`config.mk`:
```
export PLATFORM = sky130hd
export DESIGN_NAME = fetch_unit
export DESIGN_NICKNAME = d
export VERILOG_FILES = /design/src/rtl/fetch_unit.sv
export SDC_FILE = /design/constraint.sdc
export NUM_CORES = 1
export LEC_CHECK = 0
export ABC_AREA = 1
export CORE_MARGIN = 8
export CORE_UTILIZATION = 47
export DETAILED_ROUTE_END_ITERATION = 7
export HOLD_SLACK_MARGIN = 0.03
export PLACE_DENSITY = 0.85
export SYNTH_ARGS = -nofsm -noshare
export SYNTH_HDL_FRONTEND = slang
export SYNTH_SLANG_ARGS = --single-unit
```
`constraint.sdc`:
```
create_clock -name clk -period 2.1 [get_ports clk]
set_clock_uncertainty 0.05 [all_clocks]
set_input_delay 0.42 -clock clk [delete_from_list [all_inputs] [get_ports clk]]
set_output_delay 0.42 -clock clk [all_outputs]
set_load 0.01 [all_outputs]
```
`src/rtl/fetch_unit.sv`:
```
// -----------------------------------------------------------------------------
// fetch_unit
//
// Instruction fetch stage. Owns the PC, requests instruction words over a
// req/ack handshake, and holds the fetched word for decode together with its
// PC and PC+4. Execute can redirect the fetch stream at any time. A request
// that is already on the bus when a redirect arrives is squashed: the stage
// waits for its ack, throws the data away, and only then moves to the new
// target. A redirect to a target that is not word aligned parks the stage in
// a fault state until reset.
//
// Ports
//   clk              in   1   single clock, rising edge
//   reset            in   1   synchronous, active-high
//   Imem_Req_o       out  1   fetch request, held until Imem_Ack_i
//   Imem_Addr_o      out  32  fetch address (same as PC_o)
//   Imem_Ack_i       in   1   memory accepts request, data valid same cycle
//   Imem_Data_i      in   32  instruction word, sampled on req & ack
//   Stall_i          in   1   decode cannot consume the held instruction
//   Redirect_i       in   1   one-cycle redirect pulse
//   Redirect_Addr_i  in   32  redirect target
//   Inst_Valid_o     out  1   Inst_o / PC_o hold a valid instruction
//   Inst_o           out  32  instruction register (NOP when not valid)
//   PC_o             out  32  PC of Inst_o and of the current request
//   PC_Plus4_o       out  32  PC_o + 4, wrapping modulo 2^32
//   Misaligned_o     out  1   sticky misaligned-redirect flag
// -----------------------------------------------------------------------------
module fetch_unit #(
    parameter logic [31:0] RESET_PC = 32'h0040_0000,
    parameter logic [31:0] NOP_INST = 32'h0000_0013
) (
    input  logic        clk,
    input  logic        reset,
    output logic        Imem_Req_o,
    output logic [31:0] Imem_Addr_o,
    input  logic        Imem_Ack_i,
    input  logic [31:0] Imem_Data_i,
    input  logic        Stall_i,
    input  logic        Redirect_i,
    input  logic [31:0] Redirect_Addr_i,
    output logic        Inst_Valid_o,
    output logic [31:0] Inst_o,
    output logic [31:0] PC_o,
    output logic [31:0] PC_Plus4_o,
    output logic        Misaligned_o
);

    typedef enum logic [2:0] {
        ST_IDLE   = 3'd0,
        ST_REQ    = 3'd1,
        ST_VALID  = 3'd2,
        ST_SQUASH = 3'd3,
        ST_FAULT  = 3'd4
    } state_e;

    state_e      state_q, state_d;
    logic [31:0] pc_q, pc_d;
    logic [31:0] inst_q, inst_d;
    logic [31:0] pend_addr_q, pend_addr_d;
    logic        misaligned_q, misaligned_d;

    logic        req_s;
    logic        valid_s;
    logic [31:0] pc_plus4_s;
    logic        redir_misaligned_s;
    logic [31:0] squash_target_s;
    logic        squash_misaligned_s;

    assign pc_plus4_s         = pc_q + 32'd4;
    assign redir_misaligned_s = (Redirect_Addr_i[1:0] != 2'b00);

    // When the stale ack arrives in SQUASH, a redirect in that same cycle is
    // the most recent one and therefore wins over the pending target.
    assign squash_target_s     = Redirect_i ? Redirect_Addr_i : pend_addr_q;
    assign squash_misaligned_s = (squash_target_s[1:0] != 2'b00);

    // State and datapath registers; synchronous reset has top priority.
    always_ff @(posedge clk) begin
        if (reset) begin
            state_q      <= ST_IDLE;
            pc_q         <= RESET_PC;
            inst_q       <= NOP_INST;
            pend_addr_q  <= RESET_PC;
            misaligned_q <= 1'b0;
        end else begin
            state_q      <= state_d;
            pc_q         <= pc_d;
            inst_q       <= inst_d;
            pend_addr_q  <= pend_addr_d;
            misaligned_q <= misaligned_d;
        end
    end

    // Next-state and next-datapath logic.
    always_comb begin
        state_d      = state_q;
        pc_d         = pc_q;
        inst_d       = inst_q;
        pend_addr_d  = pend_addr_q;
        misaligned_d = misaligned_q;

        case (state_q)
            ST_IDLE: begin
                state_d = ST_REQ;
            end

            ST_REQ: begin
                if (Imem_Ack_i) begin
                    if (Redirect_i) begin
                        // Returned word belongs to the old stream: drop it.
                        pc_d = Redirect_Addr_i;
                        if (redir_misaligned_s) begin
                            state_d      = ST_FAULT;
                            misaligned_d = 1'b1;
                        end else begin
                            state_d = ST_REQ;
                        end
                    end else begin
                        inst_d  = Imem_Data_i;
                        state_d = ST_VALID;
                    end
                end else begin
                    if (Redirect_i) begin
                        // Address must stay stable while the request is
                        // outstanding, so park the target until the ack.
                        pend_addr_d = Redirect_Addr_i;
                        state_d     = ST_SQUASH;
                    end else begin
                        state_d = ST_REQ;
                    end
                end
            end

            ST_SQUASH: begin
                if (Imem_Ack_i) begin
                    pc_d = squash_target_s;
                    if (squash_misaligned_s) begin
                        state_d      = ST_FAULT;
                        misaligned_d = 1'b1;
                    end else begin
                        state_d = ST_REQ;
                    end
                end else begin
                    if (Redirect_i) begin
                        pend_addr_d = Redirect_Addr_i;
                    end else begin
                        pend_addr_d = pend_addr_q;
                    end
                    state_d = ST_SQUASH;
                end
            end

            ST_VALID: begin
                if (Redirect_i) begin
                    pc_d   = Redirect_Addr_i;
                    inst_d = NOP_INST;
                    if (redir_misaligned_s) begin
                        state_d      = ST_FAULT;
                        misaligned_d = 1'b1;
                    end else begin
                        state_d = ST_REQ;
                    end
                end else if (!Stall_i) begin
                    pc_d    = pc_plus4_s;
                    inst_d  = NOP_INST;
                    state_d = ST_REQ;
                end else begin
                    state_d = ST_VALID;
                end
            end

            ST_FAULT: begin
                state_d = ST_FAULT;
            end

            default: begin
                state_d      = ST_IDLE;
                pc_d         = RESET_PC;
                inst_d       = NOP_INST;
                pend_addr_d  = RESET_PC;
                misaligned_d = 1'b0;
            end
        endcase
    end

    // Output decode from the registered state.
    always_comb begin
        req_s   = 1'b0;
        valid_s = 1'b0;
        case (state_q)
            ST_IDLE:   begin req_s = 1'b0; valid_s = 1'b0; end
            ST_REQ:    begin req_s = 1'b1; valid_s = 1'b0; end
            ST_VALID:  begin req_s = 1'b0; valid_s = 1'b1; end
            ST_SQUASH: begin req_s = 1'b1; valid_s = 1'b0; end
            ST_FAULT:  begin req_s = 1'b0; valid_s = 1'b0; end
            default:   begin req_s = 1'b0; valid_s = 1'b0; end
        endcase
    end

    assign Imem_Req_o   = req_s;
    assign Imem_Addr_o  = pc_q;
    assign Inst_Valid_o = valid_s;
    assign Inst_o       = inst_q;
    assign PC_o         = pc_q;
    assign PC_Plus4_o   = pc_plus4_s;
    assign Misaligned_o = misaligned_q;

endmodule

```
==> flow_summary.ini, run 1 <==
[run_status]
status = finished with violations
violations = negative setup slack

[pwr]
finalPower_w = 0.00643
powerDensity_nw_per_um2 = 645
p_leak_nw = 4.28
ir_drop_mv = 0.595

[cts]
cts-buffers-inserted = 9
htreeDepth = 3
clkTransAtPathRegs_ps = 70
root_buffer = clkbuf_16
clkLatencyLatePin_ps = 360
ctsHoldBuffers = 0
clk_path_buf_depth = 2
clkSinkCount = 100
cts_tree = built

[timing]
tightest_slew_ps = 774
post-route-period-util_pct = 110
setup_viol = 28
rsz0062_at_grt = true
fin_ws_ps = -206
max-slew-margin-rel_pct = 48.4
slew_violations = 0
fin_tns_setup_ps = -2610
fin_crit_ps = 2310
hold_viol = 0
fmax_mhz = 434

[finish]
fin_area_um2 = 9980
ff_latch_area_um2 = 2040
synthToLayoutAreaGrowth_pct = 59.1
diodes = 0
final_cells = 1470
final_common_cell = nand2_1
drive_gt1_share_pct = 27.5
nets = 1359
n_fill_cell = 870
mostFrequentLayoutCells = 335 x nand2_1, 169 x clkdlybuf4s50_1, 136 x buf_4, 98 x a21oi_1, 76 x dfxtp_1
multi_input_area_um2 = 3770

[setup_path]
start_kind = register
worst-path-max-fanout = 5
path_class = reg -> out
worstPathArrival_ps = 1840
endpoint_kind = output pin
worstPathRequired_ps = 1630

[placed_design]
placed_cells = 1420
dpl.hpwl_mm = 16.5
io_buffers = 199
place_area_um2 = 8990
pre_cts_ws_ps = -217
gp_congestion = 0.924

[logic_synthesis]
ys_seq_area_share_pct = 31.9
netlist.area_leader.share_pct = 31.9
ys_top_cells_by_area = dfxtp_1 32%, nand2_1 22%, a21oi_1 8.1%
syn_area_um2 = 6270
async_flop_share_pct = 0
syn_avg_cell_area_um2 = 6.23
synth_top_area_cell = dfxtp_1
ys_warn_count = 0
synth-edff-count = 0
synth_ff_type = dfxtp_1
ys_ff_latch = 100
synth.distinct_cells = 37
synth_nets = 1077
synthCells = 1007

[detailed_routing]
ant_nets = 0
num_vias = 8173
wirelength_mm = 26.2
vias_per_cell = 5.56
wire_per_inst_um = 17.8
initialDrtViolationCount = 951
drt-pass1-iter-count = 6
drc = 0

[global_route]
gr-total-overflow = 0
grt_pass1_vias = 7608
grt_pass1_wl_mm = 38.1
grt_max_degree = 64
grt_antenna_before_repair = 0
grtUsageTotal_pct = 26.5

[flow_run]
drv_cap = 0

[floorplanning]
dieArea_um2 = 17300
start_util_pct = 47.7
die_w_um = 132
rows = 42
die_y_um = 132
pin_count = 200
fp.coreArea_um2 = 13100

[worst_hold_path]
hold_class = reg -> reg
-- cell usage after synthesis, types with 10 or more instances --
library cell    n
buf_4          42
o21ai_0        69
inv_2          11
clkbuf_1       28
dfxtp_1       100
inv_1          68
nor2_4         10
nand2_1       374
nand3_1        63
a21oi_1       102
buf_2          17
nor2_1         38
o22ai_1        12
nand2_2        11
-- metrics by stage --
stage | utilization [%] | hold slack [ps]
floorplan | - | 420
global placement | 68.5 | 391
detailed placement | 68.5 | 398
CTS | 73.0 | 411
global route | 76.0 | 433
finish | 76.0 | 409
-- per-layer routing --
| layer | track usage, % | part of all wire [%] | up-vias |
|---|---|---|---|
| li1 | - | - | 3761 |
| met1 | 31.1 | 37 | 3645 |
| met2 | 43.8 | 47 | 594 |
| met3 | 6.48 | 10 | 173 |
| met4 | 14.4 | 6.4 | 0 |
| met5 | 0 | 0 | - |
-- kinds of logic (layout without fill, tap and decap cells) --
group                      Yosys count  after routing  share of synthesized area [%]
AOI/OAI and AO/OA                  203            203                           17.1
xor gates and xnor gates            10             10                           1.76
adders and majority gates            1              1                          0.199
buffers and inverters              169            456                           13.0
DFF                                100            100                           31.9
and+or+nand+nor                    524            524                           36.1
-- what timing repair did --
action	in CTS	in global routing
gates resized for setup	157	110
endpoints found under the setup margin	29	33
buffers inserted	28	15
pin swaps	27	48
-- critical path, cell delays in order (launching register included) --
cell	delay [ps]
dfxtp_2	370
buf_6	120
inv_4	30
nor2_4	150
nand2_4	140
nor2_8	160
buf_6	150
xor2_4	230
buf_6	140
-- flip-flops by register name, indices dropped and copies added, names as in the netlist --
register,flops
Misaligned_o,1
pend_addr_q,32
state_q,3
Inst_o,32
Imem_Addr_o,32
-- cell type report --
type / count / share of cell area [%]
multi-input cells: 738 / 37.8
repair buffers: 360 / 33.2
flip-flops and latches: 100 / 20.5
inverters: 80 / 3.08
clock buffers: 10 / 2.29
well taps: 176 / 2.21
clock inverters: 6 / 0.890
-- where the power goes --
part	total, W	internal (W)	switching [W]
registers	0.00224	0.00209	0.000145
clock network	0.00182	0.00105	0.000771
logic	0.00238	0.00108	0.00130
total	0.00643	0.00422	0.00221
-- worst paths after layout --
check	start	end	slack, ps	cells past startpoint
setup / recovery	Imem_Addr_o[2]$_SDFFE_PP0P_	PC_Plus4_o[13]	-210	8
hold / removal	Inst_o[1]$_SDFFE_PP1P_	Inst_o[1]$_SDFFE_PP1P_	410	2
setup reg to reg	Imem_Addr_o[2]$_SDFFE_PP0P_	Imem_Addr_o[13]$_SDFFE_PP0P_	-60	15
hold reg to reg	Inst_o[1]$_SDFFE_PP1P_	Inst_o[1]$_SDFFE_PP1P_	410	2
Note: power is estimated with default switching activity, not from simulation.
==> run 2: changes to the inputs <==
--- a/config.mk
+++ b/config.mk
@@ -9,7 +9,7 @@
 export CORE_MARGIN = 8
 export CORE_UTILIZATION = 47
 export DETAILED_ROUTE_END_ITERATION = 7
-export HOLD_SLACK_MARGIN = 0.03
+export HOLD_SLACK_MARGIN = 0.05
 export PLACE_DENSITY = 0.85
 export SYNTH_ARGS = -nofsm -noshare
 export SYNTH_HDL_FRONTEND = slang
==> results of run 2 <==
Same layout as run 1: the final DEF is identical, and so are final timing and power.
